### config.mk
export PLATFORM = sky130hd
export DESIGN_NAME = rob_commit_unit
export DESIGN_NICKNAME = d
export VERILOG_FILES = /design/src/rtl/rob_pkg.sv /design/src/rtl/rob_CommitOutReg.sv /design/src/rtl/rob_commit_unit.sv
export SDC_FILE = /design/constraint.sdc
export NUM_CORES = 1
export LEC_CHECK = 0
export BUFFER_PORTS_ARGS = -buffer_cell sky130_fd_sc_hd__buf_2
export CAP_MARGIN = 20
export CORE_AREA = 2 2 446 448
export DETAILED_ROUTE_END_ITERATION = 6
export DIE_AREA = 0 0 448 450
export PLACE_DENSITY = 0.3
export SKIP_CTS_REPAIR_TIMING = 1
export SYNTH_ARGS = -nofsm -noshare
export SYNTH_HDL_FRONTEND = slang
export SYNTH_HIERARCHICAL = 1
export SYNTH_SLANG_ARGS = --single-unit
### constraint.sdc
create_clock -name clk -period 3.2 [get_ports clk]
set_clock_uncertainty 0.1 [all_clocks]
set_input_delay 0.64 -clock clk [delete_from_list [all_inputs] [get_ports clk]]
set_output_delay 0.64 -clock clk [all_outputs]
set_load 0.03 [all_outputs]
### src/rtl/rob_pkg.sv
// Shared types and helpers for the reorder-buffer commit (retire) side.
// The head-pointer width and depth here are the default configuration.
package rob_pkg;

    localparam int ROB_PTRWIDTH = 5;
    localparam int ROB_DEPTH    = 2 ** ROB_PTRWIDTH;

    typedef logic [ROB_PTRWIDTH-1:0] rob_ptr_t;

    typedef enum logic {
        OB_EMPTY = 1'b0,
        OB_FULL  = 1'b1
    } ob_state_t;

    // Clear mask selecting exactly the entry at ptr.
    function automatic logic [ROB_DEPTH-1:0] onehot_ptr(input rob_ptr_t ptr);
        return ROB_DEPTH'(1) << ptr;
    endfunction

endpackage

### src/rtl/rob_CommitOutReg.sv
// One-entry registered val/rdy output buffer for the commit unit.
// Flush empties the buffer but leaves the last message/index visible.
module rob_CommitOutReg
    import rob_pkg::*;
#(
    parameter int p_ptrwidth = 5,
    parameter int p_bitwidth = 32
) (
    input  logic                  clk,
    input  logic                  rst,
    input  logic                  load,
    input  logic                  flush,
    input  logic [p_bitwidth-1:0] load_msg,
    input  logic [p_ptrwidth-1:0] load_idx,
    input  logic                  deq_rdy,
    output logic                  fire,
    output logic                  deq_val,
    output logic [p_bitwidth-1:0] deq_msg,
    output logic [p_ptrwidth-1:0] deq_idx
);

    ob_state_t             state_reg;
    logic [p_bitwidth-1:0] msg_reg;
    logic [p_ptrwidth-1:0] idx_reg;

    always_ff @(posedge clk or negedge rst) begin
        if (!rst) begin
            state_reg <= OB_EMPTY;
            msg_reg   <= '0;
            idx_reg   <= '0;
        end else if (flush) begin
            state_reg <= OB_EMPTY;
        end else if (load) begin
            state_reg <= OB_FULL;
            msg_reg   <= load_msg;
            idx_reg   <= load_idx;
        end else if (fire) begin
            state_reg <= OB_EMPTY;
        end
    end

    // A load in the same cycle as a fire refills the buffer without a bubble.
    assign deq_val = (state_reg == OB_FULL);
    assign fire    = deq_val & deq_rdy;
    assign deq_msg = msg_reg;
    assign deq_idx = idx_reg;

endmodule

### src/rtl/rob_commit_unit.sv
// In-order retire side of the reorder buffer: reads the head entry once it is
// occupied, clears its occupied bit, and presents it on a val/rdy port.
module rob_commit_unit
    import rob_pkg::*;
#(
    parameter int p_ptrwidth = 5,
    parameter int p_bitwidth = 32,
    localparam int p_depth   = 2 ** p_ptrwidth
) (
    input  logic                          clk,
    input  logic                          rst,
    input  logic [p_depth-1:0]            occ,
    input  logic [p_depth*p_bitwidth-1:0] data_in,
    output logic [p_depth-1:0]            clr_occ,
    output logic                          deq_val,
    input  logic                          deq_rdy,
    output logic [p_bitwidth-1:0]         deq_msg,
    output logic [p_ptrwidth-1:0]         deq_idx,
    input  logic                          flush,
    input  logic [p_ptrwidth-1:0]         flush_ptr,
    output logic [p_ptrwidth-1:0]         head_ptr
);

    logic [p_ptrwidth-1:0] head_reg;
    logic [p_depth-1:0]    head_mask;
    logic [p_bitwidth-1:0] entry_data [p_depth];
    logic                  fire;
    logic                  can_load;

    generate
        for (genvar gi = 0; gi < p_depth; gi++) begin : g_entry
            localparam logic [p_ptrwidth-1:0] ENTRY_IDX = p_ptrwidth'(gi);
            assign head_mask[gi]  = (head_reg == ENTRY_IDX);
            assign entry_data[gi] = data_in[gi*p_bitwidth +: p_bitwidth];
        end
    endgenerate

    // Loading needs the buffer free (or draining this cycle) and the head entry
    // filled; a flush overrides any load in the same cycle.
    assign can_load = (~deq_val | fire) & occ[head_reg] & ~flush;

    always_ff @(posedge clk or negedge rst) begin
        if (!rst) begin
            head_reg <= '0;
        end else if (flush) begin
            head_reg <= flush_ptr;
        end else if (can_load) begin
            head_reg <= head_reg + 1'b1;
        end
    end

    // Reset gates the strobe so nothing is cleared while the unit is held in reset.
    always_comb begin
        clr_occ = '0;
        if (rst) begin
            if (flush) begin
                clr_occ = '1;
            end else if (can_load) begin
                clr_occ = head_mask;
            end
        end
    end

    rob_CommitOutReg #(
        .p_ptrwidth(p_ptrwidth),
        .p_bitwidth(p_bitwidth)
    ) u_out_reg (
        .clk     (clk),
        .rst     (rst),
        .load    (can_load),
        .flush   (flush),
        .load_msg(entry_data[head_reg]),
        .load_idx(head_reg),
        .deq_rdy (deq_rdy),
        .fire    (fire),
        .deq_val (deq_val),
        .deq_msg (deq_msg),
        .deq_idx (deq_idx)
    );

    assign head_ptr = head_reg;

endmodule

# Word-level counts from Yosys, hierarchy flattened
# Index checks and enable logic that the tools add are counted.
[word_totals]
out_inout_bits = 75
inputBits = 1065
wordCells = 62
reg_bits = 43
[classes]
mux = 13
n_bitwise = 7
n_eq_ne = 31
order_cmp = 2
add_sub_neg = 1
n_reduce_logical = 4
[op_table]
columns = ["operator", "count"]
rows = [
  ["$bmux W32 S5", 1],
  ["$mux W32", 5],
  ["$eq A5 B5 Y1 const B", 16],
  ["$eq A5 B4 Y1 const B", 8],
  ["$eq A5 B3 Y1 const B", 4],
  ["$eq A5 B2 Y1 const B", 2],
  ["$mux W5", 2],
  ["$ge A6 B6 Y1 const B", 1],
  ["$lt A5 B6 Y1 const B", 1],
  ["$not A5 Y6", 1],
  ["$add A5 B1 Y5 const B", 1],
  ["$bmux W1 S5", 1],
  ["$eq A5 B1 Y1 const B", 1],
  ["$logic_not A5 Y1", 1],
  ["$mux W1", 4],
  ["$and A1 B1 Y1", 3],
  ["$reduce_bool A3 Y1", 1],
  ["$not A1 Y1", 2],
  ["$reduce_and A2 Y1", 1],
  ["$reduce_bool A2 Y1", 1],
  ["$or A1 B1 Y1", 1],
]

# Logic depth before layout (Yosys ltp)
# Gate-level depths: netlist (run 1).
[depth]
ltp_word = 7
mapped_depth = 12

# Modules after synthesis
# The synthesis (run 1) kept the hierarchy.
[modules_own_cells]
columns = ["module", "cells_each", "instances", "area_per_inst_um2"]
rows = [
  ["rob_commit_unit", 681, 1, 9308.9],
  ["rob_CommitOutReg", 84, 1, 1595.3],
]

# Least setup slack after synthesis (run 1)
# No wires, ideal clock.
[synth_path]
path_type = "register to output"
startpoint = "reg head_reg[0] (netlist: head_ptr[0])"
endpoint = "out clr_occ[29]"
required_ns = 2.460
path_slack_ns = 0.111
path_buffers = 3
arrival_ns = 2.349
stages_incl_launch_ff = 9
cell_sequence = "dfrtp_1 buf_4 mux4_2 and2_1 a211oi_4 buf_6 buf_6 nor4_1 o21a_1"
[synth_via]
elab_chain_cells = 7
[synth_rtl]
columns = ["element", "line_no", "rtl"]
rows = [
  ["from (decl)", "rob_commit_unit.sv:24", "logic [p_ptrwidth-1:0] head_reg;"],
  ["from (signal assigned)", "rob_commit_unit.sv:46", "head_reg <= flush_ptr;"],
  ["from (signal assigned)", "rob_commit_unit.sv:48", "head_reg <= head_reg + 1'b1;"],
  ["$bmux W1 S5", "rob_commit_unit.sv:40", "assign can_load = (~deq_val | fire) & occ[head_reg] & ~flush;"],
  ["$mux W1 (implied by the code)", "rob_commit_unit.sv:40", ""],
  ["$and A1 B1 Y1 (2 in a row)", "rob_commit_unit.sv:40", ""],
  ["$mux W32 *", "rob_commit_unit.sv:58", "end else if (can_load) begin"],
  ["$mux W32 *", "rob_commit_unit.sv:56", "if (flush) begin"],
  ["$mux W32 *", "rob_commit_unit.sv:55", "if (rst) begin"],
  ["to (decl)", "rob_commit_unit.sv:14", "output logic [p_depth-1:0] clr_occ,"],
]
# Mark *: on every way between the ends. The rest lies on a longest branch, timed or not. The select of a mux whose other input is x is not followed.

# Worst setup path after layout (run 1)
[layout_path]
startpoint = "reg head_reg[0] (netlist: head_ptr[0])"
endpoint = "out clr_occ[20]"
# The elaborated chain is that of the path after synthesis.

==> results of run 1 <==
## power by group
part	leakage, nW	switching, mW	total [mW]	internal, mW
logic	8.20	7.49	14.0	6.46
clock network	0.0751	0.397	0.699	0.302
registers	0.513	0.269	1.10	0.827
total	8.79	8.16	15.8	7.59
## flip-flops by register name, indices dropped and copies added (netlist names)
signal             flops
u_out_reg/deq_val      1
head_ptr               5
u_out_reg/deq_msg     32
u_out_reg/deq_idx      5
## critical path: stages (launching register included)
cell and delay (ns):
sky130_fd_sc_hd__dfrtp_4 0.53, sky130_fd_sc_hd__buf_6 0.15, sky130_fd_sc_hd__mux4_2 0.50, sky130_fd_sc_hd__and2_4 0.18, sky130_fd_sc_hd__a211oi_4 0.24, sky130_fd_sc_hd__buf_12 0.17, sky130_fd_sc_hd__buf_8 0.11, sky130_fd_sc_hd__nor4b_2 0.06
sky130_fd_sc_hd__o21a_1 0.18, sky130_fd_sc_hd__buf_2 0.17
## layout make-up
type,count,area [µm²]
timing repair buffer,1252,6940
fill,22890,175600
tap,2640,3303
clock buffer,5,125.1
sequential,43,1092
clock inverter,3,26.28
multi-input combinational,607,9353
antenna,42,105.1
inverter,6,22.52
## final timing paths
check	startpoint	slack, ns	endpoint	cells after the start
worst max register to register	head_ptr[0]$_DFFE_PN0P_	0.08	u_out_reg/deq_msg[18]$_DFFE_PN0P_	9
min in group clk	u_out_reg/deq_msg[23]$_DFFE_PN0P_	0.42	u_out_reg/deq_msg[23]$_DFFE_PN0P_	1
worst max-delay path	head_ptr[0]$_DFFE_PN0P_	-0.18	clr_occ[20]	9
max in group asynchronous	rst	1.75	head_ptr[0]$_DFFE_PN0P_	2
worst min-delay path	rst	0.13	head_ptr[1]$_DFFE_PN0P_	1
worst min register to register	u_out_reg/deq_msg[23]$_DFFE_PN0P_	0.42	u_out_reg/deq_msg[23]$_DFFE_PN0P_	1
## cells in the final DEF, fill, tap and decap left out, drive strengths merged, types with 2 or more instances in the layout
cell,synthesis,routed
buf,66,1251
mux4,325,325
nand2,112,112
dfrtp,43,43
diode,0,42
mux2,37,37
o21a,32,32
nor4,19,19
nor4b,11,11
nor2b,10,10
nand3,7,7
inv,4,7
nor2,6,6
clkbuf,43,6
mux2i,6,6
ha,6,6
a31oi,5,5
o31ai,5,5
or4,4,4
nor3,4,4
and3,2,2
nand3b,2,2
and2,2,2
o221ai,2,2
clkinv,2,2
## routing by layer
layer | vias up | wire, µm | GRT usage, %
met2 | 840 | 69280 | 22.79
met3 | 221 | 12600 | 4.690
met5 | - | 548 | 0
met1 | 7231 | 54220 | 15.74
li1 | 5737 | - | -
met4 | 84 | 1372 | 1.457
## metrics by stage
| step | power, mW | setup slack (ns) | hold WS (ns) | std cells |
|---|---|---|---|---|
| 6_report | 15.75 | -0.1811 | 0.1316 | 4598 |
| 5_1_grt | 16.95 | -0.2679 | 0.1111 | 4570 |
| 4_1_cts | 16.28 | -0.4175 | 0.09339 | 4544 |
| 3_5_place_dp | 15.47 | -0.1711 | 0.3976 | 4536 |
| 3_3_place_gp | 15.53 | -0.1896 | 0.4014 | 4536 |
| 2_1_floorplan | 8.790 | 0.1113 | 0.2444 | 765 |
## logic make-up (layout without fill, tap and decap cells)
family | Yosys count | after routing
AO/OA/AOI/OAI | 52 | 52
adder cells (fa/ha/maj) | 6 | 6
buffers and inverters | 115 | 1266
flip-flops | 43 | 43
multiplexers | 368 | 368
other | 0 | 42
AND/OR/NAND/NOR | 181 | 181
==> summary.json, run 1 <==
{
  "status": {
    "run_status": "complete, but fails checks",
    "violations": "setup timing"
  },
  "timing": {
    "timing.final.setup_violations": 32,
    "post-route-worst-setup-slack_ns": -0.1811,
    "slew_viol_final": 0,
    "max_clk_rate_mhz": 295.8,
    "max-slew-margin-rel_pct": 46.48,
    "min_period_over_period_pct": 105.7,
    "setup_tns_ns": -5.015,
    "setup_repair_after_global_routing_missed_its_margin": "true",
    "fin_crit_ns": 3.381,
    "hold_viol_final": 0,
    "worst_pin_slew_ns": 0.8028
  },
  "synth": {
    "synth_area_leader_cell": "sky130_fd_sc_hd__mux4_2",
    "ys_seq_elements": 43,
    "synth_commonest_cells": "sky130_fd_sc_hd__mux4_2, sky130_fd_sc_hd__nand2_1, sky130_fd_sc_hd__clkbuf_1, sky130_fd_sc_hd__dfrtp_1, sky130_fd_sc_hd__buf_2",
    "synth.net_count": 1836,
    "multiplexer_fraction_of_the_synthesized_cell_area_pct": 72.53,
    "synth_simple_gate_area_share_pct": 8.009,
    "synth_ff_type": "sky130_fd_sc_hd__dfrtp_1",
    "synth.yosys.seq_area_share_pct": 9.868,
    "synthesis.instances": 765,
    "synth_async_sr_flop_share_pct": 100.0,
    "synth_top_family_by_area": "multiplexers",
    "synthAdderAreaFrac_pct": 0.6885,
    "synth_compound_gate_area_share_pct": 3.672,
    "yosys-top-cells-area": "sky130_fd_sc_hd__mux4_2, sky130_fd_sc_hd__dfrtp_1, sky130_fd_sc_hd__mux2_4, sky130_fd_sc_hd__nand2_1, sky130_fd_sc_hd__o21a_1",
    "synth.lib_cells_used.distinct": 41,
    "yosys_warnings": 6,
    "yosys.area_share.xor_xnor_pct": 0,
    "post-synth-top-area-fraction_pct": 67.13,
    "number_of_enable_flip_flop_cells_after_synthesis": 0,
    "synth_most_common_cell": "sky130_fd_sc_hd__mux4_2",
    "post_synth.cell_area_avg_um2": 14.25,
    "mappedNetlistArea_um2": 10900
  },
  "clock_network": {
    "root_buffer": "sky130_fd_sc_hd__clkbuf_16",
    "tritoncts": "built",
    "cts.reportedPaths.clkPinSlew_ns": 0.08,
    "tritoncts.num_buffers": 5,
    "clock_insertion_delay_worst_skew_ns": 0.34,
    "htree_num_levels": 2,
    "clock-sinks": 43,
    "cts_buffer_depth": 2
  },
  "worst_setup_path": {
    "worstSetupPathType": "flip-flop to primary output",
    "crit_path_end_kind": "primary output",
    "worst-path-max-fanout": 8,
    "data_required_time_of_the_critical_path_ns": 2.46,
    "critPathArrivalTime_ns": 2.64,
    "critical_path.startpoint_type": "flip-flop"
  },
  "floorplanning": {
    "die-area_um2": 201600,
    "rows": 163,
    "floorplan.die.width_um": 448,
    "die_height_um": 450,
    "core_region_area_um2": 196600,
    "start_util_pct": 5.546,
    "io_pins": 1140
  },
  "routing": {
    "vias": 14110,
    "detail_route.drc_violations": 0,
    "firstDrtPassIters": 7,
    "detailedRoute.firstIterationViolations": 1091,
    "wl_mm": 138.0,
    "routed_via_density": 3.069,
    "detail_route.wl_per_cell_um": 30.02,
    "route.antenna.remaining_nets": 0
  },
  "power": {
    "power-per-cell-area_nw_per_um2": 751.2,
    "p_leak_nw": 8.786,
    "ir_worst_vdd_mv": 0.2872
  },
  "cells_and_area": {
    "post_layout_nets": 2986,
    "finish.instance_area_um2": 20970,
    "fraction_of_layout_cells_with_a_size_suffix_above_1_pct": 86.06,
    "finalCoreUtilization_pct": 10.66,
    "syn_to_final_growth_pct": 92.29
  },
  "global_route": {
    "first_global_vias": 14590,
    "grt_overflow": 0,
    "maximum_number_of_pins_on_one_net_before_global_route_repair": 62,
    "antenna_found_initial": 169,
    "grt.total_usage_pct": 13.09,
    "grt_first_pass_wirelength_mm": 168.7
  },
  "hold_path": {
    "worstHoldPathType": "input pin to async pin"
  },
  "place": {
    "place.gp.congestion": 0.9087,
    "dp.final_hpwl_mm": 127.0,
    "dpl_cell_area_um2": 20360,
    "port_buffers": 1139
  },
  "flow_run": {
    "cap_viol_max_count": 0
  }
}
Note: power is estimated with default switching activity, not from simulation.
==> inputs of run 2 (changes only) <==
--- a/config.mk
+++ b/config.mk
@@ -11,6 +11,7 @@
 export DETAILED_ROUTE_END_ITERATION = 6
 export DIE_AREA = 0 0 448 450
 export PLACE_DENSITY = 0.3
+export SETUP_SLACK_MARGIN = 0.4
 export SKIP_CTS_REPAIR_TIMING = 1
 export SYNTH_ARGS = -nofsm -noshare
 export SYNTH_HDL_FRONTEND = slang
==> summary.json, run 2 (synthesis results as in run 1) <==
{
  "status": {
    "run_status": "complete, but fails checks",
    "violations": "setup timing"
  },
  "clock_network": {
    "tritoncts.num_buffers": 5,
    "clock_insertion_delay_worst_skew_ns": 0.36,
    "cts_buffer_depth": 2,
    "cts.reportedPaths.clkPinSlew_ns": 0.10,
    "tritoncts": "built",
    "root_buffer": "sky130_fd_sc_hd__clkbuf_16",
    "clock-sinks": 43,
    "htree_num_levels": 2
  },
  "timing": {
    "hold_viol_final": 0,
    "max_clk_rate_mhz": 281.5,
    "setup_repair_after_global_routing_missed_its_margin": "true",
    "slew_viol_final": 0,
    "worst_pin_slew_ns": 0.7908,
    "min_period_over_period_pct": 111.0,
    "max-slew-margin-rel_pct": 47.28,
    "setup_tns_ns": -9.524,
    "post-route-worst-setup-slack_ns": -0.3528,
    "fin_crit_ns": 3.553,
    "timing.final.setup_violations": 32,
    "hold_slack_ns": 0.1566
  },
  "place": {
    "place.gp.congestion": 0.9352,
    "dp.final_hpwl_mm": 138.9,
    "port_buffers": 1139
  },
  "global_route": {
    "first_global_vias": 14790,
    "maximum_number_of_pins_on_one_net_before_global_route_repair": 64,
    "grt_overflow": 0,
    "antenna_found_initial": 203,
    "grt.total_usage_pct": 14.42,
    "grt_first_pass_wirelength_mm": 183.1
  },
  "routing": {
    "routed_via_density": 3.183,
    "firstDrtPassIters": 5,
    "detail_route.drc_violations": 0,
    "route.antenna.remaining_nets": 0,
    "vias": 14760,
    "wl_mm": 152.5,
    "detail_route.wl_per_cell_um": 32.89,
    "detailedRoute.firstIterationViolations": 1179
  },
  "worst_setup_path": {
    "critPathMostFrequentCell": "sky130_fd_sc_hd__buf_12",
    "r2r_slack_ns": 0.02,
    "worst-path-max-fanout": 8,
    "worst_r2r_src": "head_ptr[0]$_DFFE_PN0P_",
    "critical_path.startpoint_type": "flip-flop",
    "timing.critical_path.slowest_stage_cell": "sky130_fd_sc_hd__mux4_2",
    "crit_path_cell_trace": "buf_4, mux4_2, a22o_1, nor3_4, buf_12, buf_12, nor4b_1, o21a_2, buf_2",
    "data_required_time_of_the_critical_path_ns": 2.46,
    "r2r_path_end": "u_out_reg/deq_msg[7]$_DFFE_PN0P_",
    "crit_path_end_kind": "primary output",
    "critPathArrivalTime_ns": 2.81,
    "worstSetupPathType": "flip-flop to primary output",
    "timing.critical_path.slowest_cell_delay_ns": 0.53,
    "reg2regPathDepth": 8
  },
  "floorplanning": {
    "die-area_um2": 201600,
    "io_pins": 1140,
    "start_util_pct": 5.546,
    "die_height_um": 450,
    "floorplan.die.width_um": 448,
    "rows": 163,
    "core_region_area_um2": 196600
  },
  "hold_path": {
    "worstHoldPathType": "input pin to async pin"
  },
  "power": {
    "p_leak_nw": 9.081,
    "power-per-cell-area_nw_per_um2": 784.1,
    "ir_worst_vdd_mv": 0.2988
  },
  "cells_and_area": {
    "commonest_non_fill_non_tap_cell_in_the_layout": "sky130_fd_sc_hd__buf_2",
    "largest_register_ffs": 32,
    "most_frequent_cells_in_the_layout": "sky130_fd_sc_hd__buf_2, sky130_fd_sc_hd__mux4_2, sky130_fd_sc_hd__nand2_1",
    "fill_cells": 22870,
    "post_layout_nets": 3023,
    "syn_to_final_growth_pct": 98.02,
    "fraction_of_layout_cells_with_a_size_suffix_above_1_pct": 87.86
  },
  "flow_run": {
    "cap_viol_max_count": 0
  }
}
## run 2: cell types whose count changed in the layout (fill, tap and decap cells not counted), moves of 4 or more
cell and change:
sky130_fd_sc_hd__buf_12 +19, sky130_fd_sc_hd__o21a_2 +15, sky130_fd_sc_hd__nand2_1 -8, sky130_fd_sc_hd__buf_2 +6, sky130_fd_sc_hd__nand2_2 +7, sky130_fd_sc_hd__nor2b_1 -4
sky130_fd_sc_hd__o21a_1 -15, sky130_fd_sc_hd__buf_4 +15
## run 2: worst max-delay path by stage
stage	startpoint	endpoint	slack, ns	cells past startpoint
final	head_ptr[1]$_DFFE_PN0P_	clr_occ[31]	-0.35	9
after global routing	head_ptr[1]$_DFFE_PN0P_	clr_occ[2]	-0.44	9
after CTS	head_ptr[0]$_DFFE_PN0P_	clr_occ[16]	-0.72	8
after detailed placement	head_ptr[0]$_DFFE_PN0P_	clr_occ[16]	-0.28	8
after global placement	head_ptr[0]$_DFFE_PN0P_	clr_occ[16]	-0.27	8
after floorplan	head_ptr[1]$_DFFE_PN0P_	clr_occ[29]	0.29	8
## run 2: stage by stage
step	setup slack (ns)	instance area, µm²	cells	utilization [%]	power, mW
CTS	-0.7217	20990	4573	10.68	17.22
floorplan	0.2857	10940	765	-	8.814
finish	-0.3528	21590	4637	10.98	16.93
global route	-0.4418	21530	4612	10.95	18.09
global placement	-0.2660	20820	4565	10.59	16.34
detailed placement	-0.2754	20820	4565	10.59	16.29
## run 2: area by class of cell
cell class                      instances  area [µm²]  share of cell area [%]
Antenna cell                           44       110.1                  0.5099
Clock inverter                          3       43.79                  0.2028
Sequential cell                        43        1092                   5.059
Multi-Input combinational cell        607        9475                   43.88
Timing Repair Buffer                 1289        7420                   34.36
Tap cell                             2640        3303                   15.30
Inverter                                6       22.52                  0.1043
Clock buffer                            5       125.1                  0.5795
## run 2: worst max-delay path, delay by kind of cell, from the launching register on
| kind | cells | cell delay, ns |
|---|---|---|
| AND/OR/NAND/NOR | 2 | 0.32 |
| buffers and inverters | 4 | 0.67 |
| flip-flops | 1 | 0.44 |
| multiplexers | 1 | 0.53 |
| AO/OA/AOI/OAI | 2 | 0.46 |
## run 2: report_power, final
group / switching [mW] / internal, mW / total, mW
clock: 0.404 / 0.375 / 0.779
sequential: 0.262 / 0.826 / 1.09
combinational: 8.10 / 6.97 / 15.1
total: 8.76 / 8.17 / 16.9
## run 2: routing by layer
| layer | GRT usage (%) | wire [µm] | share of wire, % |
|---|---|---|---|
| met1 | 16.65 | 57620 | 38 |
| met5 | 0 | 558 | 0.37 |
| met3 | 4.231 | 12130 | 8.0 |
| met2 | 26.69 | 80070 | 52 |
| met4 | 1.573 | 2154 | 1.4 |
==> inputs of run 3 (changes only) <==
--- a/config.mk
+++ b/config.mk
@@ -5,13 +5,15 @@
 export SDC_FILE = /design/constraint.sdc
 export NUM_CORES = 1
 export LEC_CHECK = 0
+export ABC_AREA = 1
 export BUFFER_PORTS_ARGS = -buffer_cell sky130_fd_sc_hd__buf_2
 export CAP_MARGIN = 20
-export CORE_AREA = 2 2 446 448
+export CORE_AREA = 2 2 440 442
+export CTS_BUF_LIST = sky130_fd_sc_hd__clkbuf_8
 export DETAILED_ROUTE_END_ITERATION = 6
-export DIE_AREA = 0 0 448 450
+export DIE_AREA = 0 0 442 444
 export PLACE_DENSITY = 0.3
-export SETUP_SLACK_MARGIN = 0.4
+export SETUP_SLACK_MARGIN = 0.05
 export SKIP_CTS_REPAIR_TIMING = 1
 export SYNTH_ARGS = -nofsm -noshare
 export SYNTH_HDL_FRONTEND = slang
==> summary.json, run 3 <==
{
  "floorplanning": {
    "start_util_pct": 6.055,
    "io_pins": 1140,
    "rows": 161,
    "floorplan.die.width_um": 442,
    "die_height_um": 444,
    "core_region_area_um2": 191600,
    "die-area_um2": 196200
  },
  "cells_and_area": {
    "largest_register_ffs": 32,
    "fraction_of_layout_cells_with_a_size_suffix_above_1_pct": 38.78,
    "fill_cells": 23030,
    "sequential_cell_area_um2": 1090,
    "most_frequent_cells_in_the_layout": "sky130_fd_sc_hd__buf_2, sky130_fd_sc_hd__nor2_1, sky130_fd_sc_hd__o21ai_0",
    "finalCoreUtilization_pct": 11.05,
    "syn_to_final_growth_pct": 82.54,
    "post_layout_nets": 4448,
    "commonest_non_fill_non_tap_cell_in_the_layout": "sky130_fd_sc_hd__buf_2",
    "multi_input_combinational_cell_area_um2": 9380,
    "fin_cells": 5940,
    "finish.instance_area_um2": 21170
  },
  "synth": {
    "post-synth-top-area-fraction_pct": 19.58,
    "synth_area_leader_cell": "sky130_fd_sc_hd__nor2_1",
    "synth.net_count": 3411,
    "synth_commonest_cells": "sky130_fd_sc_hd__nor2_1, sky130_fd_sc_hd__o21ai_0, sky130_fd_sc_hd__nand2_1",
    "synth.yosys.seq_area_share_pct": 9.276,
    "number_of_enable_flip_flop_cells_after_synthesis": 0,
    "post_synth.cell_area_avg_um2": 4.957,
    "yosys_warnings": 6,
    "synth_most_common_cell": "sky130_fd_sc_hd__nor2_1",
    "ys_seq_elements": 43,
    "synth_async_sr_flop_share_pct": 100.0,
    "synthesis.instances": 2340,
    "mappedNetlistArea_um2": 11600,
    "yosys-top-cells-area": "sky130_fd_sc_hd__nor2_1, sky130_fd_sc_hd__o21ai_0, sky130_fd_sc_hd__nand2_1, sky130_fd_sc_hd__o22ai_1, sky130_fd_sc_hd__dfrtp_1",
    "synth.lib_cells_used.distinct": 29,
    "synth_ff_type": "sky130_fd_sc_hd__dfrtp_1"
  },
  "timing": {
    "setup_repair_after_global_routing_missed_its_margin": "true",
    "worst_pin_slew_ns": 0.8916,
    "timing.final.setup_violations": 0,
    "max-slew-margin-rel_pct": 40.56,
    "hold_viol_final": 0,
    "fin_crit_ns": 3.166,
    "min_period_over_period_pct": 98.95,
    "slew_viol_final": 0,
    "max_clk_rate_mhz": 315.8,
    "post-route-worst-setup-slack_ns": 0.03368
  },
  "routing": {
    "detailedRoute.firstIterationViolations": 1905,
    "routed_via_density": 3.668,
    "detail_route.wl_per_cell_um": 27.75,
    "route.antenna.remaining_nets": 0,
    "firstDrtPassIters": 5,
    "wl_mm": 164.8,
    "detail_route.drc_violations": 0,
    "vias": 21790
  },
  "worst_setup_path": {
    "critPathArrivalTime_ns": 3.34,
    "worst_r2r_src": "head_ptr[0]$_DFFE_PN0P_",
    "worstSetupPathType": "flip-flop to flip-flop",
    "critical_path.startpoint_type": "flip-flop",
    "reg2regPathDepth": 10,
    "worst-path-max-fanout": 134,
    "r2r_slack_ns": 0.03,
    "r2r_path_end": "u_out_reg/deq_msg[30]$_DFFE_PN0P_",
    "data_required_time_of_the_critical_path_ns": 3.38,
    "crit_path_end_kind": "flip-flop"
  },
  "global_route": {
    "gr-max-usage-layer": "met2",
    "grt_first_pass_wirelength_mm": 210.5,
    "globalRouteMet1Util_pct": 18.85,
    "global_routing_met2_resource_utilization_pct": 29.92,
    "first_global_vias": 22030,
    "grt_util_met3_pct": 2.778,
    "grt.total_usage_pct": 15.93,
    "grt_overflow": 0,
    "maximum_number_of_pins_on_one_net_before_global_route_repair": 135,
    "antenna_found_initial": 105
  },
  "clock_network": {
    "htree_num_levels": 2,
    "clock_insertion_delay_worst_skew_ns": 0.37,
    "root_buffer": "sky130_fd_sc_hd__clkbuf_8",
    "tritoncts": "built",
    "clock-sinks": 43,
    "cts.reportedPaths.clkPinSlew_ns": 0.11,
    "tritoncts.num_buffers": 5,
    "cts_buffer_depth": 2
  },
  "place": {
    "dp_slack_ns": -0.02313,
    "dpl_cell_area_um2": 20620,
    "dp.final_hpwl_mm": 141.0,
    "port_buffers": 1139,
    "place_inst": 5883,
    "place.gp.congestion": 0.9085
  },
  "power": {
    "p_leak_nw": 9.745,
    "ir_worst_vdd_mv": 0.3828,
    "power-per-cell-area_nw_per_um2": 975.9
  },
  "flow_run": {
    "cap_viol_max_count": 0
  },
  "hold_path": {
    "min_path_cells": 2,
    "holdPathEnd": "u_out_reg/deq_msg[0]$_DFFE_PN0P_",
    "hold_path_startpoint": "u_out_reg/deq_msg[0]$_DFFE_PN0P_",
    "worstHoldPathType": "flip-flop to flip-flop"
  },
  "status": {
    "run_status": "finished, final reports clean"
  }
}
-- run 3: cell count changes in the layout (fill, tap and decap cells not counted), sizes merged, moves of 11 or more --
| cell | delta |
|---|---|
| nor2 | +601 |
| o21ai | +522 |
| mux4 | -325 |
| nand2 | +324 |
| o22ai | +243 |
| a21oi | +66 |
| nand3 | +60 |
| inv | +37 |
| mux2 | -37 |
| o21a | -32 |
| nand4 | +25 |
| buf | -23 |
| nor4 | -18 |
| nor4b | -11 |
-- run 3: metal layers --
| layer | wire length, µm | share of wire (%) | vias to the layer above |
|---|---|---|---|
| met5 | 231 | 0.14 | - |
| met4 | 3731 | 2.3 | 38 |
| met3 | 9476 | 5.7 | 192 |
| met2 | 85250 | 52 | 938 |
| met1 | 66150 | 40 | 10480 |
| li1 | - | - | 10150 |
-- run 3: worst max-delay path, cell delays in order (launching register included) --
cell and delay (ns):
sky130_fd_sc_hd__dfrtp_4 0.57, sky130_fd_sc_hd__clkinv_8 0.17, sky130_fd_sc_hd__buf_12 0.21, sky130_fd_sc_hd__o21ai_0 0.35, sky130_fd_sc_hd__o22ai_1 0.13, sky130_fd_sc_hd__nand2_1 0.21
sky130_fd_sc_hd__nand2_1 0.24, sky130_fd_sc_hd__a21oi_1 0.48, sky130_fd_sc_hd__a21oi_1 0.13, sky130_fd_sc_hd__nand3_1 0.11, sky130_fd_sc_hd__nand2_1 0.06
-- run 3: worst max path at each step --
stage / depth (start not counted) / slack (ns) / endpoint / from
2_1_floorplan: 11 / 0.14 / clr_occ[18] / head_ptr[0]$_DFFE_PN0P_
3_3_place_gp: 10 / -0.005 / u_out_reg/deq_msg[31]$_DFFE_PN0P_ / head_ptr[1]$_DFFE_PN0P_
3_5_place_dp: 10 / -0.02 / u_out_reg/deq_msg[31]$_DFFE_PN0P_ / head_ptr[1]$_DFFE_PN0P_
4_1_cts: 12 / -0.33 / clr_occ[0] / head_ptr[0]$_DFFE_PN0P_
5_1_grt: 13 / -0.05 / clr_occ[13] / head_ptr[0]$_DFFE_PN0P_
6_report: 10 / 0.03 / u_out_reg/deq_msg[30]$_DFFE_PN0P_ / head_ptr[0]$_DFFE_PN0P_
-- run 3: cell type report --
cell class / instances / area share, %
inverter: 45 / 0.9336
multi-input combinational: 2016 / 44.30
timing repair buffer: 1266 / 33.74
clock inverter: 3 / 0.2068
tap: 2526 / 14.93
sequential: 43 / 5.147
clock buffer: 5 / 0.3250
antenna: 36 / 0.4255
-- run 3: kinds of logic after synthesis --
kind of cell               synth area share (%)
AOI/OAI and AO/OA                         39.90
buffers and inverters                     11.02
DFF                                       9.276
adders and majority gates                0.6472
and+or+nand+nor                           39.15
-- run 3: power by group --
group | switching [mW] | internal, mW | leakage [nW] | total (mW)
logic | 13.6 | 5.45 | 9.15 | 19.1
registers | 0.242 | 0.802 | 0.539 | 1.04
clock network | 0.320 | 0.235 | 0.0583 | 0.554
total | 14.2 | 6.49 | 9.75 | 20.7
-- run 3: per-stage QoR --
| stage | hold slack (ns) | TNS (ns) | power [mW] |
|---|---|---|---|
| 3_3_place_gp | 0.3546 | -0.005399 | 20.48 |
| 3_5_place_dp | 0.3550 | -0.02650 | 20.42 |
| 2_1_floorplan | 0.2444 | 0 | 10.31 |
| 5_1_grt | 0.3956 | -0.5373 | 22.66 |
| 6_report | 0.3780 | 0 | 20.66 |
| 4_1_cts | 0.3535 | -7.792 | 21.08 |
